[src/rtl/neo_pixel_receiver.sv]
// NeoPixel single-wire receiver: classifies high pulses into bits, assembles GRB words,
// detects the latch gap and commits clean frames to a readable buffer.
module neo_pixel_receiver #(
    parameter int NUM_PIXELS   = 5,
    parameter int ONE_THRESH   = 27,
    parameter int MIN_HIGH     = 8,
    parameter int MAX_HIGH     = 60,
    parameter int LATCH_CYCLES = 1250
) (
    input  logic                                 clock,
    input  logic                                 reset,
    input  logic                                 neo_in,
    output logic                                 pixel_valid,
    output logic [$clog2(NUM_PIXELS)-1:0]        pixel_num,
    output logic [23:0]                          pixel_grb,
    output logic                                 frame_done,
    output logic                                 frame_ok,
    output logic                                 frame_error,
    output logic [$clog2(NUM_PIXELS*24+1)-1:0]   bits_received,
    output logic                                 busy,
    input  logic [$clog2(NUM_PIXELS)-1:0]        rd_index,
    output logic [23:0]                          rd_grb
);

    localparam int IDX_W = $clog2(NUM_PIXELS);
    localparam int BIT_W = $clog2(NUM_PIXELS*24+1);
    localparam int HC_W  = $clog2(MAX_HIGH+2);
    localparam int LC_W  = $clog2(LATCH_CYCLES+1);

    localparam logic [BIT_W-1:0] FRAME_BITS = BIT_W'(NUM_PIXELS*24);
    localparam logic [IDX_W:0]   WORDS      = (IDX_W+1)'(NUM_PIXELS);
    localparam logic [HC_W-1:0]  HC_MIN     = HC_W'(MIN_HIGH);
    localparam logic [HC_W-1:0]  HC_ONE     = HC_W'(ONE_THRESH);
    localparam logic [HC_W-1:0]  HC_MAX     = HC_W'(MAX_HIGH);
    localparam logic [HC_W-1:0]  HC_SAT     = HC_W'(MAX_HIGH+1);
    localparam logic [LC_W-1:0]  LC_LATCH   = LC_W'(LATCH_CYCLES);

    typedef enum logic [2:0] {SYNC, IDLE, HIGH, LOW, DISCARD} state_t;

    state_t            state;
    logic [1:0]        sync_q;
    logic              s_prev;
    logic [HC_W-1:0]   high_cnt;
    logic [LC_W-1:0]   low_cnt;
    logic [BIT_W-1:0]  bit_cnt;
    logic [4:0]        bit_pos;
    logic [IDX_W:0]    word_idx;
    logic [23:0]       shift_word;
    logic              cur_err;
    logic [23:0]       shadow    [NUM_PIXELS];
    logic [23:0]       committed [NUM_PIXELS];

    logic        s, rise, fall;
    logic        latch_hit, sync_hit, start;
    logic        bit_val;
    logic [23:0] next_word;

    assign s    = sync_q[1];
    assign rise = s & ~s_prev;
    assign fall = ~s & s_prev;

    assign latch_hit = (state == LOW || state == DISCARD) && (low_cnt == LC_LATCH);
    assign sync_hit  = (state == SYNC) && (low_cnt == LC_LATCH);
    // A rising edge coinciding with the latch begins the next frame rather than being lost.
    assign start     = rise && (state == IDLE || latch_hit || sync_hit);

    assign bit_val   = (high_cnt >= HC_ONE);
    assign next_word = {bit_val, shift_word[23:1]};
    assign bits_received = bit_cnt;

    always_ff @(posedge clock or posedge reset) begin
        if (reset) begin
            sync_q <= '0;
            s_prev <= 1'b0;
        end else begin
            // NOTE: sequential state uses non-blocking assignments so every flop samples pre-edge values.
            sync_q <= {sync_q[0], neo_in};
            s_prev <= sync_q[1];
        end
    end

    always_ff @(posedge clock or posedge reset) begin
        if (reset) begin
            state       <= SYNC;
            high_cnt    <= '0;
            low_cnt     <= '0;
            bit_cnt     <= '0;
            bit_pos     <= '0;
            word_idx    <= '0;
            shift_word  <= '0;
            cur_err     <= 1'b0;
            pixel_valid <= 1'b0;
            pixel_num   <= '0;
            pixel_grb   <= '0;
            frame_done  <= 1'b0;
            frame_ok    <= 1'b0;
            frame_error <= 1'b0;
            busy        <= 1'b0;
            // NOTE: the buffers are reset explicitly because a reset must leave rd_grb reading zero.
            for (int i = 0; i < NUM_PIXELS; i++) shadow[i] <= '0;
        end else begin
            pixel_valid <= 1'b0;
            frame_done  <= 1'b0;
            frame_ok    <= 1'b0;

            if (latch_hit) begin
                frame_done  <= 1'b1;
                frame_ok    <= (state == LOW) && (bit_cnt == FRAME_BITS) && !cur_err;
                frame_error <= cur_err || (state == DISCARD) || (bit_pos != 5'd0);
                busy        <= 1'b0;
                state       <= IDLE;
            end

            if (start) begin
                state    <= HIGH;
                high_cnt <= HC_W'(1);
                busy     <= 1'b1;
                bit_cnt  <= '0;
                bit_pos  <= '0;
                word_idx <= '0;
                cur_err  <= 1'b0;
            end else begin
                case (state)
                    SYNC: begin
                        if (sync_hit)  state   <= IDLE;
                        else if (s)    low_cnt <= '0;
                        else           low_cnt <= low_cnt + LC_W'(1);
                    end
                    IDLE: ;
                    HIGH: begin
                        if (high_cnt > HC_MAX || (fall && high_cnt < HC_MIN)) begin
                            state       <= DISCARD;
                            low_cnt     <= s ? '0 : LC_W'(1);
                            cur_err     <= 1'b1;
                            frame_error <= 1'b1;
                        end else if (fall) begin
                            state   <= LOW;
                            low_cnt <= LC_W'(1);
                            if (bit_cnt != FRAME_BITS) bit_cnt <= bit_cnt + BIT_W'(1);
                            if (word_idx == WORDS) begin
                                cur_err     <= 1'b1;
                                frame_error <= 1'b1;
                            end else begin
                                shift_word <= next_word;
                                if (bit_pos == 5'd23) begin
                                    pixel_valid                  <= 1'b1;
                                    pixel_grb                    <= next_word;
                                    pixel_num                    <= word_idx[IDX_W-1:0];
                                    shadow[word_idx[IDX_W-1:0]]  <= next_word;
                                    bit_pos                      <= '0;
                                    word_idx                     <= word_idx + (IDX_W+1)'(1);
                                end else begin
                                    bit_pos <= bit_pos + 5'd1;
                                end
                            end
                        end else if (high_cnt != HC_SAT) begin
                            high_cnt <= high_cnt + HC_W'(1);
                        end
                    end
                    LOW: begin
                        if (!latch_hit) begin
                            if (rise) begin
                                state    <= HIGH;
                                high_cnt <= HC_W'(1);
                            end else begin
                                low_cnt <= low_cnt + LC_W'(1);
                            end
                        end
                    end
                    DISCARD: begin
                        if (!latch_hit) begin
                            if (s) low_cnt <= '0;
                            else   low_cnt <= low_cnt + LC_W'(1);
                        end
                    end
                    default: state <= SYNC;
                endcase
            end
        end
    end

    // Commit lands one cycle after frame_done, while the shadow still holds the finished frame.
    always_ff @(posedge clock or posedge reset) begin
        if (reset) begin
            for (int i = 0; i < NUM_PIXELS; i++) committed[i] <= '0;
        end else if (frame_done && frame_ok) begin
            for (int i = 0; i < NUM_PIXELS; i++) committed[i] <= shadow[i];
        end
    end

    always_comb begin
        // NOTE: default first so no path through this block infers a latch.
        rd_grb = '0;
        if ({1'b0, rd_index} < WORDS) rd_grb = committed[rd_index];
    end

endmodule

[config.mk]
export PLATFORM = sky130hd
export DESIGN_NAME = neo_pixel_receiver
export DESIGN_NICKNAME = d
export VERILOG_FILES = /design/src/rtl/neo_pixel_receiver.sv
export SDC_FILE = /design/constraint.sdc
export NUM_CORES = 1
export LEC_CHECK = 0
export ABC_CLOCK_PERIOD_IN_PS = 13090
export CORE_ASPECT_RATIO = 0.5
export CORE_MARGIN = 1
export CORE_UTILIZATION = 60
export DETAILED_ROUTE_END_ITERATION = 8
export PLACE_DENSITY_LB_ADDON = 0.2
export SLEW_MARGIN = 0
export SYNTH_ARGS = -nofsm -noshare
export SYNTH_HDL_FRONTEND = slang
export SYNTH_SLANG_ARGS = --single-unit
export TNS_END_PERCENT = 50
[constraint.sdc]
create_clock -name clock -period 13.09 [get_ports clock]
set_clock_uncertainty 0.1 [all_clocks]
set_input_delay 1.309 -clock clock [delete_from_list [all_inputs] [get_ports clock]]
set_output_delay 1.309 -clock clock [all_outputs]
set_load 0.05 [all_outputs]
# ---- Word-level counts from Yosys, hierarchy flattened
# Cells that the tools add are included.
dict set report classes {
  add_sub_neg 5
  mul 0
  div_mod_pow 0
  order_cmp 7
  n_eq_ne 22
  n_shift 0
  mux 69
  bitwise_logic 9
  reduce_logical 35
}
# operator count
set op_table {}
lappend op_table {{$bwmux 120} 1}
lappend op_table {{$mux 24} 4}
lappend op_table {{$mux 11} 7}
lappend op_table {{$bmux 24 s3} 1}
lappend op_table {{$demux 24 s3} 1}
lappend op_table {{$pmux 11 s4} 1}
lappend op_table {{$mux 6} 6}
lappend op_table {{$mux 7} 5}
lappend op_table {{$mux 5} 6}
lappend op_table {{$mux 4} 6}
lappend op_table {{$mux 1} 22}
lappend op_table {{$mux 3} 7}
lappend op_table {{$ne 3x3->1 const B} 6}
lappend op_table {{$ne 2x2->1 const B} 6}
lappend op_table {{$pmux 3 s4} 1}
lappend op_table {{$pmux 6 s2} 1}
lappend op_table {{$reduce_and 6->1} 2}
lappend op_table {{$add 11x1->11 const B} 1}
lappend op_table {{$eq 11x11->1 const B} 1}
lappend op_table {{$reduce_and 5->1} 2}
lappend op_table {{$reduce_bool 2->1} 5}
lappend op_table {{$reduce_bool 3->1} 3}
lappend op_table {{$ge 4x4->1 const B} 2}
lappend op_table {{$logic_and 1x1->1} 8}
lappend op_table {{29 further kinds} 42}
dict set report totals {
  register_bits 336
  latchBits 0
  ramBits 0
  rom_bits 0
  out_inout_bits 63
  word_cells 174
  mem_count 0
}

# ---- Depth between registers and ports, before layout
dict set report logic_depth {
  word_depth 9
  ltp_mapped 9
  ltp_nobuf 8
}

# ---- Least setup slack after synthesis
# Ideal clock, no wire load.
dict set report synth_timing {
  path_kind {in2out}
  from {input rd_index[2]}
  to {output rd_grb[23]}
  arrival_ns 3.139
  required_ns 11.681
  slack_ns 8.542
  cell_stages 6
  n_path_buf 2
  cell_sequence {clkbuf_1 clkbuf_1 mux2i_1 nor2_1 a21oi_1 o22ai_1}
}
dict set report synth_between {
  elab_chain_cells 5
}
# element line_no
set synth_rtl {}
lappend synth_rtl {{from (decl)} 21} ;# input logic [$clog2(NUM_PIXELS)-1:0] rd_index,
lappend synth_rtl {{$not 3->4 (implied by the code)} 194} ;# if ({1'b0, rd_index} < WORDS) rd_grb = committed[rd_index];
lappend synth_rtl {{$bmux 24 s3} 194}
lappend synth_rtl {{$mux 24 (implied by the code) (2 in series)} 194}
lappend synth_rtl {{$mux 24 *} 194}
lappend synth_rtl {{to (decl)} 22} ;# output logic [23:0] rd_grb
# Mark *: on every way between the ends. The rest lies on a longest branch, timed or not. The select of a mux whose other input is x is not followed.

# ---- Final worst setup path
dict set report layout_timing {
  from {input rd_index[1]}
  to {output rd_grb[0]}
}
# Same word-level chain as after synthesis.

==> reports/results.tsv <==
stage	metric	value	unit
setup_path	largest delay contributor family on the critical path	buffers and inverters	
finish	n_diodes	0	
yosys	Simple-Gate Fraction of Synth Area	7.93	%
floorplan	IO Pins	69	
yosys	post-synthesis xor/xnor area fraction	0.425	%
setup_path	critical-path cell list	clkdlybuf4s50_1 -> buf_4 -> nand2b_1 -> o22ai_1 -> clkdlybuf4s50_1	
pwr	LEAKAGE	0.00816	uW
yosys	largest family of logic cells by synthesized area	multiplexers	
drt	via count	8827	
yosys	Async S/R FF share, synth	100	%
run_status	outcome	completed	
timing	Tightest Pin Transition	1.23	ns
setup_path	CP Capture Type	primary output	
floorplan	Die H	112	um
yosys	Main synth FF type	dfrtp_1	
cts	clock tree buffer depth	3	
finish	Syn-to-layout area delta	13.3	%
timing	Final Max Tran Viols	0	
timing	Fin. Hold Viols	0	
finish	sequential cell area	8380	sq um
pwr	Power Dens Cells	124	nW/um^2
drt	DR vias/cell	5.98	
finish	area of the multi-input gates	5710	sq um
cts	clock latency on the worst-skew pair	0.55	ns
floorplan	CORE AREA	23200	sq um
yosys	Post-Synth Adder-Cell Area	0.954	%
cts	CTS tree	yes	
placed_design	Routability Congestion	0.836	
cts	CTS H-tree lvls	1	
cts	Hold Buf Count CTS	0	
finish	share of layout cells above drive strength 1	29.4	%
cts	CTS resizes	0	
yosys	Distinct cells, synth	61	
timing	worst rel slew slack	17.8	%
finish	nets	1163	
yosys	Seq/Total Area, Yosys	58.1	%
global_route	first-pass GRT wire length	48300	um
floorplan	Die W	221	um
setup_path	CP startpoint kind	primary input	
global_route	largest net degree at the start of global routing	200	
min_path	Worst Hold Class	reg2reg	
placed_design	number of port buffers	68	
setup_path	Critical Path RT	11.68	ns
yosys	Syn Nets	1114	
drt	DRC	0	
floorplan	total die area	24700	sq um
placed_design	DP HPWL	17200	um
finish	Filler Cell Count	1536	
setup_path	Crit path largest cell delay	0.89	ns
yosys	Post-synth EDFFs	0	
cts	CTS Sinks	335	
timing	Setup Total Neg Slack	0	ns
global_route	initial antenna violation count	0	
global_route	All-Layer GR Usage	24.5	%
cts	Post-CTS Setup Bufs	0	
yosys	Seq cells post-synth	335	
pwr	Total Power	2020	uW
setup_path	crit-path most repeated cell	clkdlybuf4s50_1	
floorplan	Initial Util	62.3	%
timing	Final setup viols	0	
yosys	Post-Syn Area	14400	sq um
timing	Period Utilization, post-route	42.5	%
setup_path	Crit Path Category	in2out	
setup_path	WP data arrival	4.16	ns
yosys	Synth Area in Compound Gates	5.31	%
drt	DRT antenna net count	0	
drt	final WL	29300	um
pwr	peak supply drop	0.0885	mV
cts	Root Driver	clkbuf_16	
global_route	gr ovfl total	0	
yosys	yosys warns	0	
global_route	vias in the first global route	9025	
cts	clock slew at the register clock pins of the worst setup and hold paths	0.07	ns
cts	CTS Buf Count	29	
timing	Period minus WS final	5.57	ns
drt	drt wl/cell	19.9	um
job	Max-cap violations	0	
yosys	Synth Instances	1097	
drt	DR iter-0 viols	707	
setup_path	Slowest-stage cell, CP	clkdlybuf4s50_1	
setup_path	CP Max Fanout	25	
drt	drt pass-1 iters	5	
floorplan	row count	39	
timing	RSZ-0062 raised after global routing	false	
setup_path	CP Buf/Inv Count	3	
timing	Peak Freq	0.180	GHz
yosys	syn avg cell area	13.2	sq um
yosys	multiplexer area fraction after synthesis	24.7	%
==> cell usage after synthesis, drive strengths merged (2+ instances only) <==
cell type	n	area, sq um
nor2b	5	31.3
ha	11	138
a31oi	3	18.8
inv	17	63.8
nand4	5	31.3
nand4b	2	17.5
nor2	48	180
nand2	88	330
mux2i	50	500
and3b	2	17.5
a21oi	40	200
buf	19	143
nor4	4	40.0
or3	3	18.8
nand2b	12	82.6
a211oi	2	15.0
nor3	11	60.1
nor4b	4	50.1
or4	2	18.8
o22ai	26	163
o21ai	25	125
and3	8	50.1
nand3b	2	27.5
clkbuf	43	161
nor3b	4	41.3
xnor2	7	61.3
nand3	16	80.1
o31ai	6	45.0
a21o	5	37.5
dfrtp	335	8380
and4	2	17.5
o41ai	3	26.3
o2111ai	2	17.5
a22o	5	43.8
mux2	266	3070
==> cell type report <==
cell class	instances	area share (%)
inverter	17	0.436
multi-input combinational	683	34.9
timing repair buffer	80	4.73
tap	307	2.35
clock inverter	16	1.36
sequential	335	51.3
clock buffer	37	4.93
==> per-stage QoR <==
| step | std cells | utilization (%) | setup slack [ns] | cell area (sq um) | hold WS, ns |
|---|---|---|---|---|---|
| 6_report | 1475 | 70.5 | 7.52 | 16300 | 0.256 |
| 5_1_grt | 1475 | 70.5 | 7.46 | 16300 | 0.276 |
| 4_1_cts | 1475 | 70.5 | 7.53 | 16300 | 0.259 |
| 3_5_place_dp | 1422 | 66.1 | 7.58 | 15300 | 0.246 |
| 3_3_place_gp | 1422 | 66.1 | 7.68 | 15300 | 0.242 |
| 2_1_floorplan | 1097 | - | 2.40 | 14400 | 0.231 |
==> final timing paths <==
kind,from,to,slack (ns),cells past startpoint
worst max-delay path,rd_index[1],rd_grb[0],7.52,5
worst min-delay path,sync_q[0]$_DFF_PP0_,sync_q[1]$_DFF_PP0_,0.26,0
worst max register to register,high_cnt[0]$_DFFE_PP0P_,bit_pos[3]$_DFFE_PP0P_,9.91,6
worst min register to register,sync_q[0]$_DFF_PP0_,sync_q[1]$_DFF_PP0_,0.26,0
max in group asynchronous,reset,pixel_grb[10]$_DFFE_PP0P_,10.07,3
min in group asynchronous,reset,shadow[68]$_DFFE_PP0P_,1.26,2
==> worst reg2reg max path: stages, from the launching register on <==
cell and delay [ns]:
dfrtp_1 0.39, inv_1 0.10, ha_1 0.26, nor2_1 0.74, or3_1 0.99, o21ai_0 0.24, a211oi_1 0.27
==> metal layers <==
metal	track usage, %	routed length [um]
met4	4.99	451
met3	4.01	1260
met2	39.9	14000
met5	0	0
met1	35.2	13700
==> cell usage in the layout (no fill, tap or decap), types with 4 or more instances in the layout <==
master / instances
nor2_1: 48
nand4_1: 5
nand3_1: 16
xnor2_1: 7
a21o_1: 5
nand2_1: 87
clkdlybuf4s50_1: 66
o21ai_0: 25
nor3_1: 9
buf_4: 11
mux2_4: 20
clkbuf_16: 29
a21oi_1: 40
mux2_2: 243
o22ai_1: 26
inv_1: 16
ha_1: 11
clkbuf_8: 5
dfrtp_1: 335
nor2b_1: 4
bufinv_16: 5
o31ai_1: 6
a22o_1: 5
and3_1: 8
nand2b_1: 11
mux2i_1: 50
clkinv_2: 6
==> sequential cells by signal, summed over array words and instances, names as in the netlist, 3 cells and up <==
name / count
state: 3
pixel_grb: 24
low_cnt: 11
bits_received: 7
high_cnt: 6
shift_word: 23
bit_pos: 5
word_idx: 4
committed: 120
pixel_num: 3
shadow: 120
==> logic make-up after synthesis <==
kind of cell | after synthesis
flops | 335
mux | 316
simple gates | 224
compound gates | 125
buf+inv | 79
fa+ha+maj | 11
xor+xnor | 7
==> where the power goes <==
part	internal, uW	total (uW)	switching, uW	leakage (uW)
combinational	13.7	53.0	39.3	0.00299
clock	536	926	389	0.000502
sequential	1040	1040	5.35	0.00467
total	1590	2020	434	0.00816
Note: power is estimated with default switching activity, not from simulation.
